===== config.mk =====
export PLATFORM = sky130hd
export DESIGN_NAME = bla_sub_seq_flat
export DESIGN_NICKNAME = d
export VERILOG_FILES = /design/src/rtl/bla_pkg.sv /design/src/rtl/bla_sub_seq_if.sv /design/src/rtl/bla4.sv /design/src/rtl/bla_sub_seq.sv /design/src/flat_wrapper.sv
export SDC_FILE = /design/constraint.sdc
export NUM_CORES = 1
export LEC_CHECK = 0
export BUFFER_PORTS_ARGS = -buffer_cell sky130_fd_sc_hd__buf_2
export CAP_MARGIN = 5
export CORE_ASPECT_RATIO = 0.9
export CORE_MARGIN = 5
export CORE_UTILIZATION = 30
export DETAILED_ROUTE_END_ITERATION = 8
export SYNTH_ARGS = -nofsm -noshare
export SYNTH_HDL_FRONTEND = slang
export SYNTH_HIERARCHICAL = 1
export SYNTH_SLANG_ARGS = --single-unit
export TNS_END_PERCENT = 50

===== constraint.sdc =====
create_clock -name clk -period 2.6 [get_ports clk]
set_input_delay 0.39 -clock clk [delete_from_list [all_inputs] [get_ports clk]]
set_output_delay 0.39 -clock clk [all_outputs]
set_load 0.005 [all_outputs]

===== src/rtl/bla_pkg.sv =====
// Shared types and helpers for the sequential borrow-lookahead subtractor.
// Holds the FSM state enum, the slice width and the slice-counter width function.
package bla_pkg;

  localparam int SLICE_W = 4;

  typedef enum logic [1:0] {
    IDLE = 2'd0,
    RUN  = 2'd1,
    DONE = 2'd2
  } state_t;

  // Width of a counter that must index n slices (at least one bit).
  function automatic int cnt_w(input int n);
    return (n <= 1) ? 1 : $clog2(n);
  endfunction

endpackage


===== src/rtl/bla_sub_seq_if.sv =====
// Operand/result handshake bundle for bla_sub_seq; ovf exists only when
// BLA_SUB_OVF_EN is defined.
// Handshake: a transfer happens on a rising edge where valid && ready are both
// high; the sender holds its payload stable while valid is high and ready is low.
interface bla_sub_seq_if #(
  parameter int WIDTH = 16
);

  logic             in_valid;
  logic             in_ready;
  logic [WIDTH-1:0] a;
  logic [WIDTH-1:0] b;
  logic             bin;
  logic             out_valid;
  logic             out_ready;
  logic [WIDTH-1:0] diff;
  logic             bout;
`ifdef BLA_SUB_OVF_EN
  logic             ovf;
`endif

  modport master (
    output in_valid, a, b, bin, out_ready,
`ifdef BLA_SUB_OVF_EN
    input  ovf,
`endif
    input  in_ready, out_valid, diff, bout
  );

  modport slave (
    input  in_valid, a, b, bin, out_ready,
`ifdef BLA_SUB_OVF_EN
    output ovf,
`endif
    output in_ready, out_valid, diff, bout
  );

endinterface


===== src/rtl/bla4.sv =====
// Purely combinational 4-bit borrow-lookahead slice computing x - y - bi.
// Every borrow is a flat sum of products of generate/propagate terms.
module bla4 (
  input  logic [3:0] x,
  input  logic [3:0] y,
  input  logic       bi,
  output logic [3:0] d,
  output logic       bo
);

  logic [3:0] g;
  logic [3:0] p;
  logic [4:0] bw;

  // g: this bit borrows on its own; p: an incoming borrow passes straight through.
  assign g = ~x & y;
  assign p = ~(x ^ y);

  assign bw[0] = bi;
  assign bw[1] = g[0] | (p[0] & bi);
  assign bw[2] = g[1] | (p[1] & g[0]) | (p[1] & p[0] & bi);
  assign bw[3] = g[2] | (p[2] & g[1]) | (p[2] & p[1] & g[0])
               | (p[2] & p[1] & p[0] & bi);
  assign bw[4] = g[3] | (p[3] & g[2]) | (p[3] & p[2] & g[1])
               | (p[3] & p[2] & p[1] & g[0]) | (p[3] & p[2] & p[1] & p[0] & bi);

  assign d  = x ^ y ^ bw[3:0];
  assign bo = bw[4];

endmodule


===== src/rtl/bla_sub_seq.sv =====
// Multi-cycle a - b - bin subtractor: one bla4 slice reused per clock, LSB nibble first.
// Define BLA_SUB_OVF_EN to add the signed-overflow output.
module bla_sub_seq
  import bla_pkg::*;
#(
  parameter int WIDTH = 16
) (
  input  logic         clk,
  input  logic         rst,
  bla_sub_seq_if.slave bus,
  output state_t       dbg_state
);

  localparam int N  = WIDTH / SLICE_W;
  localparam int KW = cnt_w(N);
  localparam logic [KW-1:0] K_LAST = KW'(N - 1);

  state_t           state_q;
  state_t           state_d;
  logic [KW-1:0]    k_q;
  logic [WIDTH-1:0] a_q;
  logic [WIDTH-1:0] b_q;
  logic [WIDTH-1:0] diff_q;
  logic             bw_q;

  logic [SLICE_W-1:0] slice_x;
  logic [SLICE_W-1:0] slice_y;
  logic [SLICE_W-1:0] slice_d;
  logic               slice_bo;

  assign slice_x = a_q[SLICE_W*k_q +: SLICE_W];
  assign slice_y = b_q[SLICE_W*k_q +: SLICE_W];

  bla4 u_slice (
    .x  (slice_x),
    .y  (slice_y),
    .bi (bw_q),
    .d  (slice_d),
    .bo (slice_bo)
  );

  always_ff @(posedge clk or posedge rst) begin
    if (rst) state_q <= IDLE;
    else     state_q <= state_d;
  end

  always_comb begin
    state_d = state_q;
    unique case (state_q)
      IDLE:    if (bus.in_valid)     state_d = RUN;
      RUN:     if (k_q == K_LAST)    state_d = DONE;
      DONE:    if (bus.out_ready)    state_d = IDLE;
      default:                       state_d = IDLE;
    endcase
  end

  // Datapath: operands and borrow captured on accept, one nibble retired per RUN cycle.
  always_ff @(posedge clk or posedge rst) begin
    if (rst) begin
      a_q    <= '0;
      b_q    <= '0;
      diff_q <= '0;
      bw_q   <= 1'b0;
      k_q    <= '0;
    end else begin
      unique case (state_q)
        IDLE: begin
          if (bus.in_valid) begin
            a_q    <= bus.a;
            b_q    <= bus.b;
            bw_q   <= bus.bin;
            diff_q <= '0;
            k_q    <= '0;
          end
        end
        RUN: begin
          diff_q[SLICE_W*k_q +: SLICE_W] <= slice_d;
          bw_q                           <= slice_bo;
          if (k_q != K_LAST) k_q <= k_q + 1'b1;
        end
        default: ;
      endcase
    end
  end

  // Both handshake flags are plain state decodes, so they can never be high together.
  assign bus.in_ready  = (state_q == IDLE);
  assign bus.out_valid = (state_q == DONE);
  assign bus.diff      = diff_q;
  assign bus.bout      = bw_q;
  assign dbg_state     = state_q;

`ifdef BLA_SUB_OVF_EN
  assign bus.ovf = (state_q == DONE) & (a_q[WIDTH-1] ^ b_q[WIDTH-1])
                 & (diff_q[WIDTH-1] ^ a_q[WIDTH-1]);
`endif

endmodule


===== src/flat_wrapper.sv =====
// flat-port wrapper written by rule: the top's interface ports become plain ports
module bla_sub_seq_flat import bla_pkg::*;
#(
  parameter int WIDTH = 16
)
  (clk, rst, dbg_state, bus_in_valid, bus_a, bus_b, bus_bin, bus_out_ready, bus_in_ready, bus_out_valid, bus_diff, bus_bout);
  bla_sub_seq_if #(.WIDTH(WIDTH)) bus_i ();
  input  logic clk;
  input  logic rst;
  output state_t dbg_state;
  input wire logic [$bits(bus_i.in_valid)-1:0] bus_in_valid;
  input wire logic [$bits(bus_i.a)-1:0] bus_a;
  input wire logic [$bits(bus_i.b)-1:0] bus_b;
  input wire logic [$bits(bus_i.bin)-1:0] bus_bin;
  input wire logic [$bits(bus_i.out_ready)-1:0] bus_out_ready;
  output wire logic [$bits(bus_i.in_ready)-1:0] bus_in_ready;
  output wire logic [$bits(bus_i.out_valid)-1:0] bus_out_valid;
  output wire logic [$bits(bus_i.diff)-1:0] bus_diff;
  output wire logic [$bits(bus_i.bout)-1:0] bus_bout;
  assign bus_i.in_valid = bus_in_valid;
  assign bus_i.a = bus_a;
  assign bus_i.b = bus_b;
  assign bus_i.bin = bus_bin;
  assign bus_i.out_ready = bus_out_ready;
  assign bus_in_ready = bus_i.in_ready;
  assign bus_out_valid = bus_i.out_valid;
  assign bus_diff = bus_i.diff;
  assign bus_bout = bus_i.bout;
  bla_sub_seq #(.WIDTH(WIDTH)) u_core (.clk(clk), .rst(rst), .bus(bus_i), .dbg_state(dbg_state));
endmodule

==> summary.txt <==
Pwr
  – Clock power share: 12.3%
  – Cell area power density: 1425 nW/um2
  – Int Power: 0.002863 W
  – Psw: 0.001789 W
  – Total power: 0.004652 W
  – Leakage: between 1.5 and 2 nW
  – Switch share: 38.46%
  – Sequential Power Share: about a third
  – Comb pwr share: 55.1%
  – Peak supply drop: ~0.5 mV

Finish
  – Share of layout cells above drive strength 1: between 40% and 50%
  – Final Instance Area: between 3000 and 4000 um2
  – Final core utilization: ~38%
  – Area delta synth->final: 20.45%
  – Number of diodes: 0
  – Fill count: around 860
  – Nets@finish: 300

Yosys
  – Synth area leaders: dfrtp_1 49%, mux2_4 17%, mux4_2 6.6%
  – Yosys warns: 6
  – Synth Area in Compound Gates: between 10% and 20%
  – Async set-or-reset flop fraction in the synthesized netlist: 100.0%
  – Avg Inst Size Synth: 14.42 um2
  – Post-Synth Simple-Gate Area: around 6.1%
  – Post-Synth Adder-Cell Area: roughly 5.8%
  – Proportion of synthesized area in mux cells: approximately a quarter
  – Mapped Nets: around 240
  – Synth Area in XOR/XNOR: less than 1%
  – Post-synthesis sequential area ratio: about half
  – Synth Cell Area: roughly 2700 um2
  – Synth Flop Type: dfrtp_1
  – Area share of the largest cell type after synthesis: between 40% and 50%
  – Post-synthesis cell count: approximately 190
  – FF+latch count, synth: 53
  – Post-synth EDFFs: 0
  – Cell variety after synth: 31
  – Combinational family with the most area after synthesis: multiplexers
  – Yosys top cell by area: dfrtp_1

CTS
  – Root buf cell: clkbuf_8
  – Worst-path clk slew: ~0.09 ns
  – Number of CTS-inserted buffers: 5
  – Clock Path Buffers: 2
  – Worst-skew pair later-pin latency: ~0.30 ns
  – CTS Hold Bufs: 0
  – Max H-tree Level: 2
  – CTS tree: done
  – Setup bufs post-CTS: 0
  – CTS sink cnt: 53

STA
  – Setup violations, final: 0
  – Slew Limit Fails: 0
  – RSZ-0062 raised after global routing: no
  – Min Tclk post-route: 2.362 ns
  – Slew @ Worst Pin: approximately 0.56 ns
  – Clk_skew: 0.004189 ns
  – Final TNS setup: 0 ns
  – Max-slew headroom: 62.85%
  – Fmax: around 420 MHz
  – Final hold viol count: 0
  – Final cycle utilization of the critical path: between 90 and 100%

GRT
  – GRT Util Overall: a little under an eighth
  – Vias in the first global route: 1880
  – Global route overflow: 0
  – First-pass GRT wire length: ~10 mm
  – Initial antenna violation count: 0
  – Largest net degree at the start of global routing: 33

Placement
  – Final Wtd Congestion: 0.7714
  – Port Buffers: between 50 and 60
  – Placed instance area: between 3000 and 4000 um2
  – Dpl hpwl: roughly 4.6 mm

Detailed routing
  – DRT antenna net count: 0
  – Vias per cell: around 4.7
  – Remaining DRCs: 0
  – Final wirelength: 5.887 mm
  – Number of DRC markers in iteration 0: 57
  – WL/cell: roughly 16 um
  – Total number of vias: 1758
  – Pre-Repair DR Iteration Count: 5

Floorplan
  – Rows: 32
  – Die ar.: around 11000 um2
  – Ports: 58
  – Chip height: about 100 um
  – Core outline area: between 8000 and 9000 um2
  – Initial Util: 31.19%
  – Die X: ~110 um

Job
  – Max Cap Viol: 0

Worst setup path
  – Worst Path Arrival: ~2.6 ns
  – CP Capture Type: flip-flop
  – CP required: approximately 2.8 ns
  – Worst-path maximum fanout: 6
  – Kind of critical path: flip-flop to flip-flop
  – Startpoint types: flip-flop

Hold path
  – HP Class: primary input to async pin

Status
  – Status: complete, no violations
[logic make-up (layout without fill, tap and decap cells)]
group                    count (synthesis)  count (layout)
flip-flops                              53              53
multiplexers                            41              41
AO/OA/AOI/OAI                           35              35
AND/OR/NAND/NOR                         26              26
buffers and inverters                   19              83
adder cells (fa/ha/maj)                 12              12
XOR/XNOR                                 2               2
[critical path, stage by stage (launching register included)]
cell and delay, ns:
dfrtp_1 0.52, mux4_2 0.59, inv_1 0.10, ha_1 0.25, a21o_1 0.19, a21oi_2 0.14, xor2_1 0.33, a22o_1 0.20
[power by group through the flow]
stage	sequential, W	combinational (W)	clock (W)
final	0.00151	0.00256	0.000574
after global routing	0.00158	0.00285	0.000635
after CTS	0.00152	0.00259	0.000601
after detailed placement	0.00154	0.00257	0
after global placement	0.00153	0.00249	0
after floorplan	0.00139	0.00203	0
[sequential cells by signal (all words and copies together) (netlist names)]
| signal | cells |
|---|---|
| u_core/bus.bout | 1 |
| u_core/dbg_state | 2 |
| u_core/k_q | 2 |
| u_core/bus.diff | 16 |
| u_core/b_q | 16 |
| u_core/a_q | 16 |
[layout by cell type (no fill, tap or decap)]
cell type / n
buf_2: 57
dfrtp_1: 52
mux2_4: 30
a22o_1: 18
ha_1: 11
inv_1: 10
mux4_2: 8
nand2_1: 7
clkbuf_8: 6
a21o_1: 6
buf_4: 6
a21oi_1: 4
nand2b_1: 3
o21ai_0: 3
mux2_2: 3
nor4_2: 3
nor3_1: 3
nor2_1: 2
nand3b_1: 2
xor2_1: 2
bufinv_16: 1
clkbuf_1: 1
nor2_2: 1
and2_2: 1
o21bai_1: 1
nor2b_1: 1
nand2b_4: 1
inv_2: 1
a32o_1: 1
and3b_1: 1
dfrtp_2: 1
buf_12: 1
a21oi_2: 1
nand3_1: 1
a211o_1: 1
fa_1: 1
[what timing repair did]
item                                   4_1_cts  5_1_grt
setup endpoints to repair                    0        9
gates resized for setup                      0        1
endpoints found under the hold margin        0        0
[metrics by stage]
stage                     std cells  worst slack, ns  hold slack [ns]
after detailed placement        363          0.09616           0.3589
after CTS                       371          0.08587          0.02395
final                           371           0.2381          0.03141
after floorplan                 188           0.2519           0.4753
after global routing            371          0.04616          0.04374
after global placement          363           0.1861           0.3639
[final cells by class]
| cell class | instances | area, um2 | area share [%] |
|---|---|---|---|
| clock buffers | 7 | 86.33 | 2.645 |
| clock inverters | 1 | 30.03 | 0.9199 |
| inverters | 11 | 41.29 | 1.265 |
| multi-input cells | 116 | 1280 | 39.21 |
| flip-flops and latches | 53 | 1328 | 40.67 |
| well taps | 119 | 148.9 | 4.561 |
| repair buffers | 64 | 350.3 | 10.73 |
[Yosys cell counts, types with 2 or more instances]
master    number
nor2_1         2
nand2b_1       3
buf_6          4
xor2_1         2
a21o_1         6
a22o_1        18
nor4_2         3
mux4_2         8
mux2_2         3
nand3b_1       2
nor3_1         3
buf_2          3
nand2_1        7
ha_1          11
dfrtp_1       53
a21oi_1        4
mux2_4        30
o21ai_0        3
inv_1         11
[worst paths after layout]
path | from | endpoint | slack, ns | cells past startpoint
setup / recovery | u_core/k_q[1] | u_core/bus.diff[2] | 0.24 | 7
hold / removal | rst | u_core/bus.diff[4] | 0.03 | 2
setup reg to reg | u_core/k_q[1] | u_core/bus.diff[2] | 0.24 | 7
hold reg to reg | u_core/bus.diff[2] | u_core/bus.diff[2] | 0.50 | 1
max in group asynchronous | rst | u_core/k_q[0] | 1.97 | 3
min in group clk | bus_a[8] | u_core/a_q[8] | 0.31 | 2
[per-layer routing]
layer | up-vias | global-route usage [%] | part of all wire (%)
li1 | 816 | - | -
met1 | 883 | 16.44 | 48
met2 | 57 | 17.07 | 45
met3 | 2 | 3.215 | 7.1
met4 | 0 | 1.989 | 0.19
met5 | - | 0 | 0
(Power assumes the default switching activity.)
